[config.mk]
export PLATFORM = sky130hd
export DESIGN_NAME = mem_access_unit
export DESIGN_NICKNAME = d
export VERILOG_FILES = /design/src/rtl/mem_access_unit.sv
export SDC_FILE = /design/constraint.sdc
export NUM_CORES = 1
export LEC_CHECK = 0
export CAP_MARGIN = 20
export CORE_MARGIN = 2
export CORE_UTILIZATION = 40
export DETAILED_ROUTE_END_ITERATION = 16
export PLACE_DENSITY = 0.76
export REMOVE_ABC_BUFFERS = 1
export SKIP_LAST_GASP = 1
export SYNTH_ARGS = -nofsm -noshare
export SYNTH_HDL_FRONTEND = slang
export SYNTH_SLANG_ARGS = --single-unit
[constraint.sdc]
create_clock -name clock -period 5.4 [get_ports clock]
set_input_delay 1.08 -clock clock [delete_from_list [all_inputs] [get_ports clock]]
set_output_delay 1.08 -clock clock [all_outputs]
set_load 0.005 [all_outputs]
[src/rtl/mem_access_unit.sv]
// Load/store initiator between the MEM stage and the word-organised data memory.
// One request in flight; checks alignment and window range, drives a word-wide
// command with byte enables and lane-shifted data, and shapes returned load data.

// Store-path byte lane: picks its enable bit and data byte for one memory lane.
module mau_st_lane #(
  parameter int LANE = 0
) (
  input  logic        is_h,
  input  logic        is_b,
  input  logic        is_l,
  input  logic        is_r,
  input  logic [1:0]  off,
  input  logic [31:0] rt,
  output logic        be,
  output logic [7:0]  data
);
  localparam logic [1:0] LN = 2'(LANE);

  logic [31:0] shr, shl;

  // Left stores move the high bytes of rt down; right stores move the low bytes up.
  assign shr = rt >> {2'd3 - off, 3'b000};
  assign shl = rt << {off, 3'b000};

  // Per-lane enable and data selection; full word is the fallback.
  always_comb begin
    be   = 1'b1;
    data = rt[8*LANE +: 8];
    if (is_h) begin
      be   = (off[1] == LN[1]);
      data = rt[8*(LANE%2) +: 8];
    end else if (is_b) begin
      be   = (off == LN);
      data = rt[7:0];
    end else if (is_l) begin
      be   = (LN <= off);
      data = shr[8*LANE +: 8];
    end else if (is_r) begin
      be   = (LN >= off);
      data = shl[8*LANE +: 8];
    end
  end
endmodule

module mem_access_unit #(
  parameter logic [31:0] DM_BASE  = 32'h0000_0000,
  parameter int unsigned DM_BYTES = 12288
) (
  input  logic        clock,
  input  logic        reset,
  input  logic        req_valid,
  output logic        req_ready,
  input  logic        req_we,
  input  logic [2:0]  req_op,
  input  logic [31:0] req_addr,
  input  logic [31:0] req_wdata,
  output logic        resp_valid,
  output logic [31:0] resp_rdata,
  output logic [1:0]  resp_exc,
  output logic        mem_valid,
  input  logic        mem_ready,
  output logic        mem_we,
  output logic [31:0] mem_addr,
  output logic [3:0]  mem_be,
  output logic [31:0] mem_wdata,
  input  logic        mem_rvalid,
  input  logic [31:0] mem_rdata
);
  localparam int NUM_LANES = 4;

  localparam logic [2:0] OP_W  = 3'd0;
  localparam logic [2:0] OP_H  = 3'd1;
  localparam logic [2:0] OP_HU = 3'd2;
  localparam logic [2:0] OP_B  = 3'd3;
  localparam logic [2:0] OP_BU = 3'd4;
  localparam logic [2:0] OP_L  = 3'd5;
  localparam logic [2:0] OP_R  = 3'd6;

  localparam logic [1:0] EXC_NONE = 2'd0;
  localparam logic [1:0] EXC_ADEL = 2'd1;
  localparam logic [1:0] EXC_ADES = 2'd2;

  typedef enum logic [1:0] {IDLE, ISSUE, WAIT, RESP} state_t;

  typedef struct packed {
    logic        we;
    logic [2:0]  op;
    logic [31:0] addr;
    logic [31:0] rt;
  } req_t;

  state_t state, state_n;
  req_t   r;
  logic [31:0] res_q;
  logic [1:0]  exc_q;

  // Request decode (combinational on the raw inputs, used only at acceptance)
  logic [2:0]  op_n;
  logic [1:0]  off_in;
  logic [32:0] rel;
  logic        misal, oor, illegal;

  // Reserved op 7 behaves as a full word access.
  assign op_n    = (req_op == 3'd7) ? OP_W : req_op;
  assign off_in  = req_addr[1:0];
  assign misal   = ((op_n == OP_W) && (off_in != 2'd0)) ||
                   (((op_n == OP_H) || (op_n == OP_HU)) && off_in[0]);
  // 33-bit offset from the window base: a borrow means below the window, no wrap.
  assign rel     = {1'b0, req_addr} - {1'b0, DM_BASE};
  assign oor     = rel[32] || (rel >= 33'(DM_BYTES));
  assign illegal = misal || oor;

  // Store lanes from the registered request
  logic [1:0]                     off;
  logic [NUM_LANES-1:0]           st_be;
  logic [NUM_LANES-1:0][7:0]      st_data;
  logic                           is_h, is_b, is_l, is_r;

  assign off  = r.addr[1:0];
  assign is_h = (r.op == OP_H) || (r.op == OP_HU);
  assign is_b = (r.op == OP_B) || (r.op == OP_BU);
  assign is_l = (r.op == OP_L);
  assign is_r = (r.op == OP_R);

  for (genvar g = 0; g < NUM_LANES; g++) begin : g_lane
    mau_st_lane #(.LANE(g)) u_lane (
      .is_h (is_h),
      .is_b (is_b),
      .is_l (is_l),
      .is_r (is_r),
      .off  (off),
      .rt   (r.rt),
      .be   (st_be[g]),
      .data (st_data[g])
    );
  end

  // Load result shaping: extraction, extension and left/right merge with rt.
  logic [31:0] ld_res, ld_shr;
  logic [15:0] ld_half;
  logic [7:0]  ld_byte;

  assign ld_shr  = mem_rdata >> {off, 3'b000};
  assign ld_byte = ld_shr[7:0];
  assign ld_half = off[1] ? mem_rdata[31:16] : mem_rdata[15:0];

  // Select the load result according to the registered op and offset.
  always_comb begin
    ld_res = mem_rdata;
    case (r.op)
      OP_H:  ld_res = {{16{ld_half[15]}}, ld_half};
      OP_HU: ld_res = {16'h0000, ld_half};
      OP_B:  ld_res = {{24{ld_byte[7]}}, ld_byte};
      OP_BU: ld_res = {24'h000000, ld_byte};
      OP_L: begin
        case (off)
          2'd0:    ld_res = {mem_rdata[7:0],  r.rt[23:0]};
          2'd1:    ld_res = {mem_rdata[15:0], r.rt[15:0]};
          2'd2:    ld_res = {mem_rdata[23:0], r.rt[7:0]};
          default: ld_res = mem_rdata;
        endcase
      end
      OP_R: begin
        case (off)
          2'd0:    ld_res = mem_rdata;
          2'd1:    ld_res = {r.rt[31:24], mem_rdata[31:8]};
          2'd2:    ld_res = {r.rt[31:16], mem_rdata[31:16]};
          default: ld_res = {r.rt[31:8],  mem_rdata[31:24]};
        endcase
      end
      default: ld_res = mem_rdata;
    endcase
  end

  // State register
  always_ff @(posedge clock) begin
    if (reset) state <= IDLE;
    else       state <= state_n;
  end

  // Request capture, exception code and load result registers
  always_ff @(posedge clock) begin
    if (reset) begin
      r     <= '0;
      res_q <= '0;
      exc_q <= EXC_NONE;
    end else begin
      if (state == IDLE && req_valid) begin
        r     <= '{we: req_we, op: op_n, addr: req_addr, rt: req_wdata};
        res_q <= '0;
        exc_q <= illegal ? (req_we ? EXC_ADES : EXC_ADEL) : EXC_NONE;
      end
      if (state == WAIT && mem_rvalid) res_q <= ld_res;
    end
  end

  // Next state and all outputs; everything idles at zero outside its own state.
  always_comb begin
    state_n    = state;
    req_ready  = 1'b0;
    mem_valid  = 1'b0;
    mem_we     = 1'b0;
    mem_addr   = '0;
    mem_be     = '0;
    mem_wdata  = '0;
    resp_valid = 1'b0;
    resp_rdata = '0;
    resp_exc   = EXC_NONE;
    case (state)
      IDLE: begin
        req_ready = 1'b1;
        if (req_valid) state_n = illegal ? RESP : ISSUE;
      end
      ISSUE: begin
        mem_valid = 1'b1;
        mem_we    = r.we;
        mem_addr  = {r.addr[31:2], 2'b00};
        mem_be    = r.we ? st_be : 4'hF;
        mem_wdata = r.we ? st_data : 32'h0;
        if (mem_ready) state_n = r.we ? RESP : WAIT;
      end
      WAIT: begin
        if (mem_rvalid) state_n = RESP;
      end
      RESP: begin
        resp_valid = 1'b1;
        resp_rdata = res_q;
        resp_exc   = exc_q;
        state_n    = IDLE;
      end
      default: state_n = IDLE;
    endcase
  end
endmodule

Word-level counts from Yosys, hierarchy flattened --
Index checks and enable logic that the tools add are counted. Widths: inputs -> output; s select.
Word-level totals: memories kept 0, word-level logic and storage cells 112, flip-flop bits (word level) 104, output and inout port bits 106, RAM bits 0, bits in latches 0, bits in read-only memories 0
Cells by class: mux-type cells 58, div/mod/pow operators 0, add/subtract/negate cells 1, equal/unequal tests 18, multiply operators 0, reductions and logical operators 15, shifts and indexed selects 3, order comparisons 9, bitwise gates (word level) 1
Operator list (number):
- $mux 32 | 6
- $pmux 32 s3 | 2
- $pmux 32 s6 | 1
- $mux 8 | 16
- $ge 32x14->1 const B | 1
- $shl 32x5->32 | 1
- $shr 32x5->32 | 1
- $shr 32x5->8 | 1
- $mux 1 | 21
- $mux 16 | 1
- $mux 2 | 7
- $eq 3x3->1 const B | 4
- $eq 3x2->1 const B | 3
- $eq 2x2->1 const B | 4
- $mux 4 | 2
- $pmux 2 s4 | 1
- $eq 3x1->1 const B | 2
- $ne 2x2->1 const B | 3
- $logic_or 1x1->1 | 5
- $eq 2x1->1 const B | 2
- $ge 1x2->1 const A | 2
- $ge 2x2->1 const A | 2
- $le 1x2->1 const A | 2
- $le 2x2->1 const A | 2
- other kinds (8) | 13

Logic depth before layout (Yosys ltp) --
depth after elaboration 10, mapped depth 9, mapped depth without buffers 7

Cells and area by module --
A second synthesis with hierarchy kept.
Unflattened totals: cell total of the unflattened synthesis 1153, area total of the unflattened synthesis 8577.0 um^2
By module, submodules not included:
- mem_access_unit | cells an instance 866, area an instance 6443.7 um^2, times used 1, seq. area each 2082.0 um^2
- mau_st_lane (g_lane[1].u_lane) | cells an instance 98, area an instance 639.4 um^2, times used 1, seq. area each 0.0 um^2
- mau_st_lane (g_lane[3].u_lane) | cells an instance 79, area an instance 571.8 um^2, times used 1, seq. area each 0.0 um^2
- mau_st_lane (g_lane[2].u_lane) | cells an instance 65, area an instance 563.0 um^2, times used 1, seq. area each 0.0 um^2
- mau_st_lane (g_lane[0].u_lane) | cells an instance 45, area an instance 359.1 um^2, times used 1, seq. area each 0.0 um^2

Worst setup path before layout --
No wires, ideal clock.
path kind reg-to-output, from reg state[1], to out mem_wdata[29], data required time 4.320 ns, path buffers 2, data arrival time 1.644 ns, stages on the path, launching flop included 9, slack 2.676 ns, cells stage by stage dfxtp_1 -> inv_1 -> ha_1 -> clkbuf_1 -> nand2_1 -> inv_1 -> clkbuf_1 -> o221ai_1 -> o32ai_1
Between the ends: word-level cells in the longest chain between the ends 2
Ends and longest elaborated chain:
- start, declared | line 93 | state_t state, state_n;
- start signal, assigned | line 179 | else state <= state_n;
- $eq 2x1->1 | line 210 | case (state)
- $mux 32 | line 210
- end, declared | line 66 | output logic [31:0] mem_wdata,
No other way between the ends.

Final worst setup path --
from reg r[66] in the netlist's numbering, to out mem_wdata[26]
Between the ends: word-level cells in the longest chain between the ends 7
Ends and longest elaborated chain:
- start, declared | line 94 | req_t r;
- start signal, assigned | line 190 | r <= '{we: req_we, op: op_n, addr: req_addr, rt: req_wdata};
- $eq 3x3->1 | line 124 | assign is_r = (r.op == OP_R);
- $mux 8 | line 39 | end else if (is_r) begin
- $mux 8 | line 36 | end else if (is_l) begin
- $mux 8 | line 33 | end else if (is_b) begin
- $mux 8 (*) | line 30 | if (is_h) begin
- $mux 32 (*) | line 220 | mem_wdata = r.we ? st_data : 32'h0;
- $mux 32 (*) | line 210
Mark *: on every way between the ends. The rest lies on a longest branch, timed or not.

==> out/results.tsv <==
metric	value	unit
result of the run	finished clean	
final net count	1318	
number of H-tree levels	3	
Cell Chain, Critical Path	buf_4 -> nor3_2 -> a21oi_1 -> o221ai_1 -> a21oi_1 -> clkdlybuf4s50_1	
Top cell by count, worst path	sky130_fd_sc_hd__a21oi_1	
number of flops mapped to enable cells by yosys	0	
Worst path max stage delay	0.70	ns
number of cell rows	51	
peak ir drop on the vdd network	0.187	mV
GRT overflow	0	
Pre-antenna DRT Iters	5	
Distinct cells, synth	70	
Slowest cell on crit path	sky130_fd_sc_hd__a21oi_1	
slew of the pin with the lowest slew margin	1.08	ns
Critical Path AT	3.25	ns
CP Data Required Time	4.32	ns
DRC violations left	0	
highest-count cells in the layout ignoring fill and taps	sky130_fd_sc_hd__clkdlybuf4s50_1 (207), sky130_fd_sc_hd__nand2_1 (203), sky130_fd_sc_hd__a21oi_1 (112), sky130_fd_sc_hd__dfxtp_1 (102), sky130_fd_sc_hd__nor2_1 (79)	
largest fanout on the critical path	22	
total of cells resized after clock tree synthesis	0	
Core Footprint	19300	µm²
Synth Area in Simple Gates	0.246	
endpoint type of the worst setup path	primary output	
number of buffers added by the clock tree synthesis step	9	
remaining antenna violation count	0	
global-route track usage on met3	0.0745	
clock transition time at the flip-flop clock pins of the worst setup and hold paths	0.08	ns
global-route wire length before repair	44.2	mm
total global-route track usage	0.271	
critical path type	register to primary output	
Yosys warning count	0	
worst slew slack as a fraction of its limit	0.278	
maximum number of pins on one net before global-route repair	66	
met2 Use GR	0.417	
via count of the first global-routing pass	7932	
portion of netlist area occupied by mux cells	0.101	
startpoint of the worst setup timing path	r[66]$_SDFFE_PP0P_	
startpoint types	register	
Worst Setup Slack, final	1.07	ns
detailed-route wire length	28.5	mm
total standard cell area after synthesis	7850	µm²
die width	144	µm
Layout fillers	1882	
DIE AREA	20800	µm²
IO Pins	211	
CTS root buf	sky130_fd_sc_hd__clkbuf_16	
placed cell area	9860	µm²
final critical-path required period	4.33	ns
most common cell after layout, fill and taps aside	sky130_fd_sc_hd__clkdlybuf4s50_1	
detailed placement HPWL	19.7	mm
final number of setup-violating endpoints	0	
diodes inserted	0	
1st-iter DRT viols	901	
class of the worst hold path	register to register	
share of the clock period used by the worst path	0.802	
FF-to-FF Start	off[1]$_SDFFE_PP0P_	
flip-flop cell with the highest count after synthesis	sky130_fd_sc_hd__dfxtp_1	
source of the worst hold timing path	exc_q[0]$_SDFFE_PP0P_	
initial antenna violation count	0	
Port-buffer cells	208	
detailed-route wire length per cell	19.3	µm
part of the Yosys area used for sequential elements	0.265	
area fraction in compound gates after synthesis	0.305	
number of clock sinks seen by CTS	104	
Hold Vio Cnt, Final	0	
hold buffers post-CTS	0	
share of the synthesized netlist area taken by xor and xnor gates	0.00223	
Mapped Avg Cell Area	7.28	µm²
max-slew violation total from the final report	0	
setup repair after global routing missed its margin	false	
largest family of logic cells by synthesized area	compound AO/OA/AOI/OAI gates	
Clock Tree Buf Depth	2	
clock insertion delay at the later pin of the skew report	0.38	ns
gr busiest metal	met2	
Final Skew	0.0175	ns
instance count of the mapped netlist	1078	
synth-to-layout area growth	29.5	%
clock tree from TritonCTS	built	
pre-CTS worst setup slack	1.56	ns
Die Height	144	µm
Power per Cell Area	323	nW/µm²
starting density of the core	0.406	
Synth async-reset ratio	0	
register bit total from synthesis	104	
highest attainable clock frequency	231	MHz
ratio of cells with drive above 1 in the final layout	0.0741	
number of violations of the max-capacitance limit	0	
leakage power summed over all cells	3.35	nW
buffers inserted by post-CTS timing repair	0	
DR vias/cell	5.92	
total number of vias	8763	
RePlAce Congestion	0.954	
post-route worst hold slack	0.452	ns
arithmetic-cell share of the synthesized area counting full adders, half adders and majority gates	0.00637	
post-layout instance area	10200	µm²
met1 Track Usage GR	0.364	
sum of negative setup slack	0	ns
state kept, by name, summed over array words and instances (netlist names):
signal,flops
res_q,32
exc_q,2
r,66
off,2
state,2
Yosys cell counts, types with 21 or more instances:
library cell / count / area, µm²
sky130_fd_sc_hd__and2_1: 70 / 438
sky130_fd_sc_hd__a21oi_1: 112 / 561
sky130_fd_sc_hd__o221ai_1: 21 / 184
sky130_fd_sc_hd__dfxtp_1: 104 / 2080
sky130_fd_sc_hd__buf_2: 28 / 140
sky130_fd_sc_hd__o21ai_0: 51 / 255
sky130_fd_sc_hd__mux2i_1: 64 / 641
sky130_fd_sc_hd__nand2_1: 204 / 766
sky130_fd_sc_hd__clkbuf_1: 51 / 191
sky130_fd_sc_hd__nor2_1: 79 / 297
metal layers:
layer  part of all wire  wire length [µm]  vias to the layer above
met4              0.026               728                        0
met2               0.45             12700                      515
met5                  0                 0                        -
met3               0.12              3400                       68
li1                   -                 -                     4138
met1               0.41             11700                     4042
worst max-delay path, delay by kind of cell, from the launching register on:
kind,cells,cell delay [ns]
compound gates,3,1.21
buf+inv,2,0.92
flops,1,0.65
simple gates,1,0.11
final timing paths:
| check | end | depth (start not counted) | slack, ns |
|---|---|---|---|
| setup / recovery | mem_wdata[26] | 6 | 1.07 |
| hold / removal | exc_q[0]$_SDFFE_PP0P_ | 2 | 0.45 |
| setup reg to reg | res_q[28]$_SDFFE_PP0P_ | 6 | 2.56 |
| hold reg to reg | exc_q[0]$_SDFFE_PP0P_ | 2 | 0.45 |
stage by stage:
stage	total power [mW]	std cells	utilization
global placement	2.54	1463	0.510
CTS	3.27	1479	0.526
finish	3.28	1479	0.526
global route	3.48	1479	0.526
detailed placement	2.57	1463	0.510
floorplan	1.99	973	-
kinds of logic after synthesis:
family	Yosys count
multiplexers	77
adder cells (fa/ha/maj)	4
flip-flops	104
other	1
AND/OR/NAND/NOR	416
AO/OA/AOI/OAI	358
buffers and inverters	116
XOR/XNOR	2
area by class of cell:
cell class | instances | area, µm² | area share
flip-flops and latches | 104 | 2090 | 0.205
well taps | 265 | 332 | 0.0326
multi-input cells | 859 | 5200 | 0.511
inverters | 10 | 37.5 | 0.00369
clock inverters | 7 | 81.3 | 0.00800
repair buffers | 225 | 2210 | 0.217
clock buffers | 9 | 225 | 0.0221
report_power, final:
group / total, mW / switching [mW] / internal (mW) / leakage [nW]
combinational: 1.46 / 0.861 / 0.601 / 2.35
clock: 0.698 / 0.366 / 0.333 / 0.150
sequential: 1.12 / 0.220 / 0.902 / 0.850
No activity file was read; power rests on OpenSTA's default activity.
==> patch, RTL diff (config.mk and constraints unchanged) <==
Re-encode `state_t` (4 states) as one-hot, 4 bits wide.
--- a/src/rtl/mem_access_unit.sv
+++ b/src/rtl/mem_access_unit.sv
@@ -83,3 +83,3 @@
 
-  typedef enum logic [1:0] {IDLE, ISSUE, WAIT, RESP} state_t;
+  typedef enum logic [3:0] {IDLE = 4'b0001, ISSUE = 4'b0010, WAIT = 4'b0100, RESP = 4'b1000} state_t;
 
Formal check against the unedited RTL: no difference found for any inputs over 4 cycles, from zero or initial values and one cycle with reset high; so few cycles prove little.
==> patch against the unedited design <==
  * Sequential cell count rose by 2
  * Area after synthesis rose by 0.65%
  * Final area rose by 1.0%
  * Non-clock buffer count rose by 2
  * Setup slack got worse by 0.26 ns
  * Routed wire length rose by 5.3%
  * Final cell count rose by 1.0%
  * First-iteration DRC count rose by 5.2%
  * Worst hold slack got worse by 0.014 ns
  * Highest routed layer unchanged
Power is not compared: it rests on default switching activity, and its combinational part moved more than twofold at a synthesized area within 25%.
==> patch: results (changes against the unedited design) <==
synthesis:
  synth_xor_area_share_pct: 0.332  # +0.11 points
  synthMuxAreaShare_pct: 9.56  # -0.52 points
  synth_compound_area_share_pct: 30.8  # +0.31 points
  seq_area_frac_synth_pct: 26.9  # +0.33 points
  synthTopCellsByArea: "dfxtp_1 27%, nand2_1 10%, a21oi_1 8.4%"
  synth_common_cells: "219 x nand2_1, 132 x a21oi_1, 106 x dfxtp_1"
hold_path:
  min_to: "res_q[31]"
  worstHoldStart: "res_q[31]"
  whs_path_depth: 2  # unchanged
detailed_routing:
  totalWireLength_um: 30100  # +5.3%
  vias_per_cell: 5.96  # +0.55%
  first_pass_iters: 6  # +1
cells_and_area:
  design.seq.count: 106  # +1.9%
  clk_share_pct: 2.72  # -0.30 points
  inv_count: 20  # +10
  final_nets: 1329  # +0.83%
  num-nonclk-buffers: 227  # +0.89%
  clkbuf_count: 10  # +1
  multi_input_gates: 860  # +0.12%
  buf_share_pct: 21.8  # +0.063 points
  seq-cell-share_pct: 20.7  # +0.16 points
  num-fill-cells: 1961  # +4.2%
  multi_input_area_share_pct: 50.9  # -0.25 points
  largestRegisters: "r x66, res_q x32, state x4"
placement:
  dp.final_hpwl_um: 21600  # +9.7%
  gp_congestion: 1.02  # +7.4%
  pre_cts_ws_ns: 1.32  # -0.243 ns
global_route:
  grt_max_degree: 76  # +15%
  grt_usage_pct: 28.2  # +1.1 points
  grt_pass1_vias: 8238  # +3.9%
  grt_pass1_wl_um: 45700  # +3.2%
sta:
  min_period_ns: 4.59  # +0.255 ns
  worst_clock_skew_ns: 0.0111  # -0.00640 ns
  holdWs_ns: 0.438  # -0.0139 ns
  slew_headroom_pct: 30.6  # +2.8 points
worst_setup_path:
  crit_start: "r[65]"
  cp_max_fo: 23  # +4.5%
  rrSetupSlack_ns: 2.30  # -0.26 ns
  critPathCapture: "mem_wdata[18]"
  r2r_end: "res_q[19]"
  critical_path_arrival_ns: 3.51  # +0.26 ns
status:
  status: "complete, no violations"
patch: power by group:
group | switching [W] | internal (W)
Clock | 0.000334 | 0.000321
Sequential | 0.000128 | 0.000840
Combinational | 0.000426 | 0.000291
Total | 0.000889 | 0.00145
patch: per-stage QoR:
stage / cell area [um2] / util [%] / std cells
5_1_grt: 10300 / 53.0 / 1494
4_1_cts: 10300 / 52.9 / 1492
6_report: 10300 / 53.0 / 1494
3_3_place_gp: 9970 / 51.4 / 1476
2_1_floorplan: 7400 / - / 986
3_5_place_dp: 9970 / 51.4 / 1476
patch: per-layer routing:
layer | global-route usage [%] | vias up | part of all wire (%)
met4 | 10.4 | 0 | 2.9
met2 | 44.1 | 549 | 45
li1 | - | 4171 | -
met5 | 0 | - | 0
met3 | 7.75 | 78 | 11
met1 | 37.2 | 4103 | 41
patch: critical path: stages, from the launching register on:
cell             delay, ns
dfxtp_1               0.93
buf_4                 0.35
and2_1                0.59
nand2_1               0.10
a221oi_1              0.55
clkdlybuf4s50_1       0.62
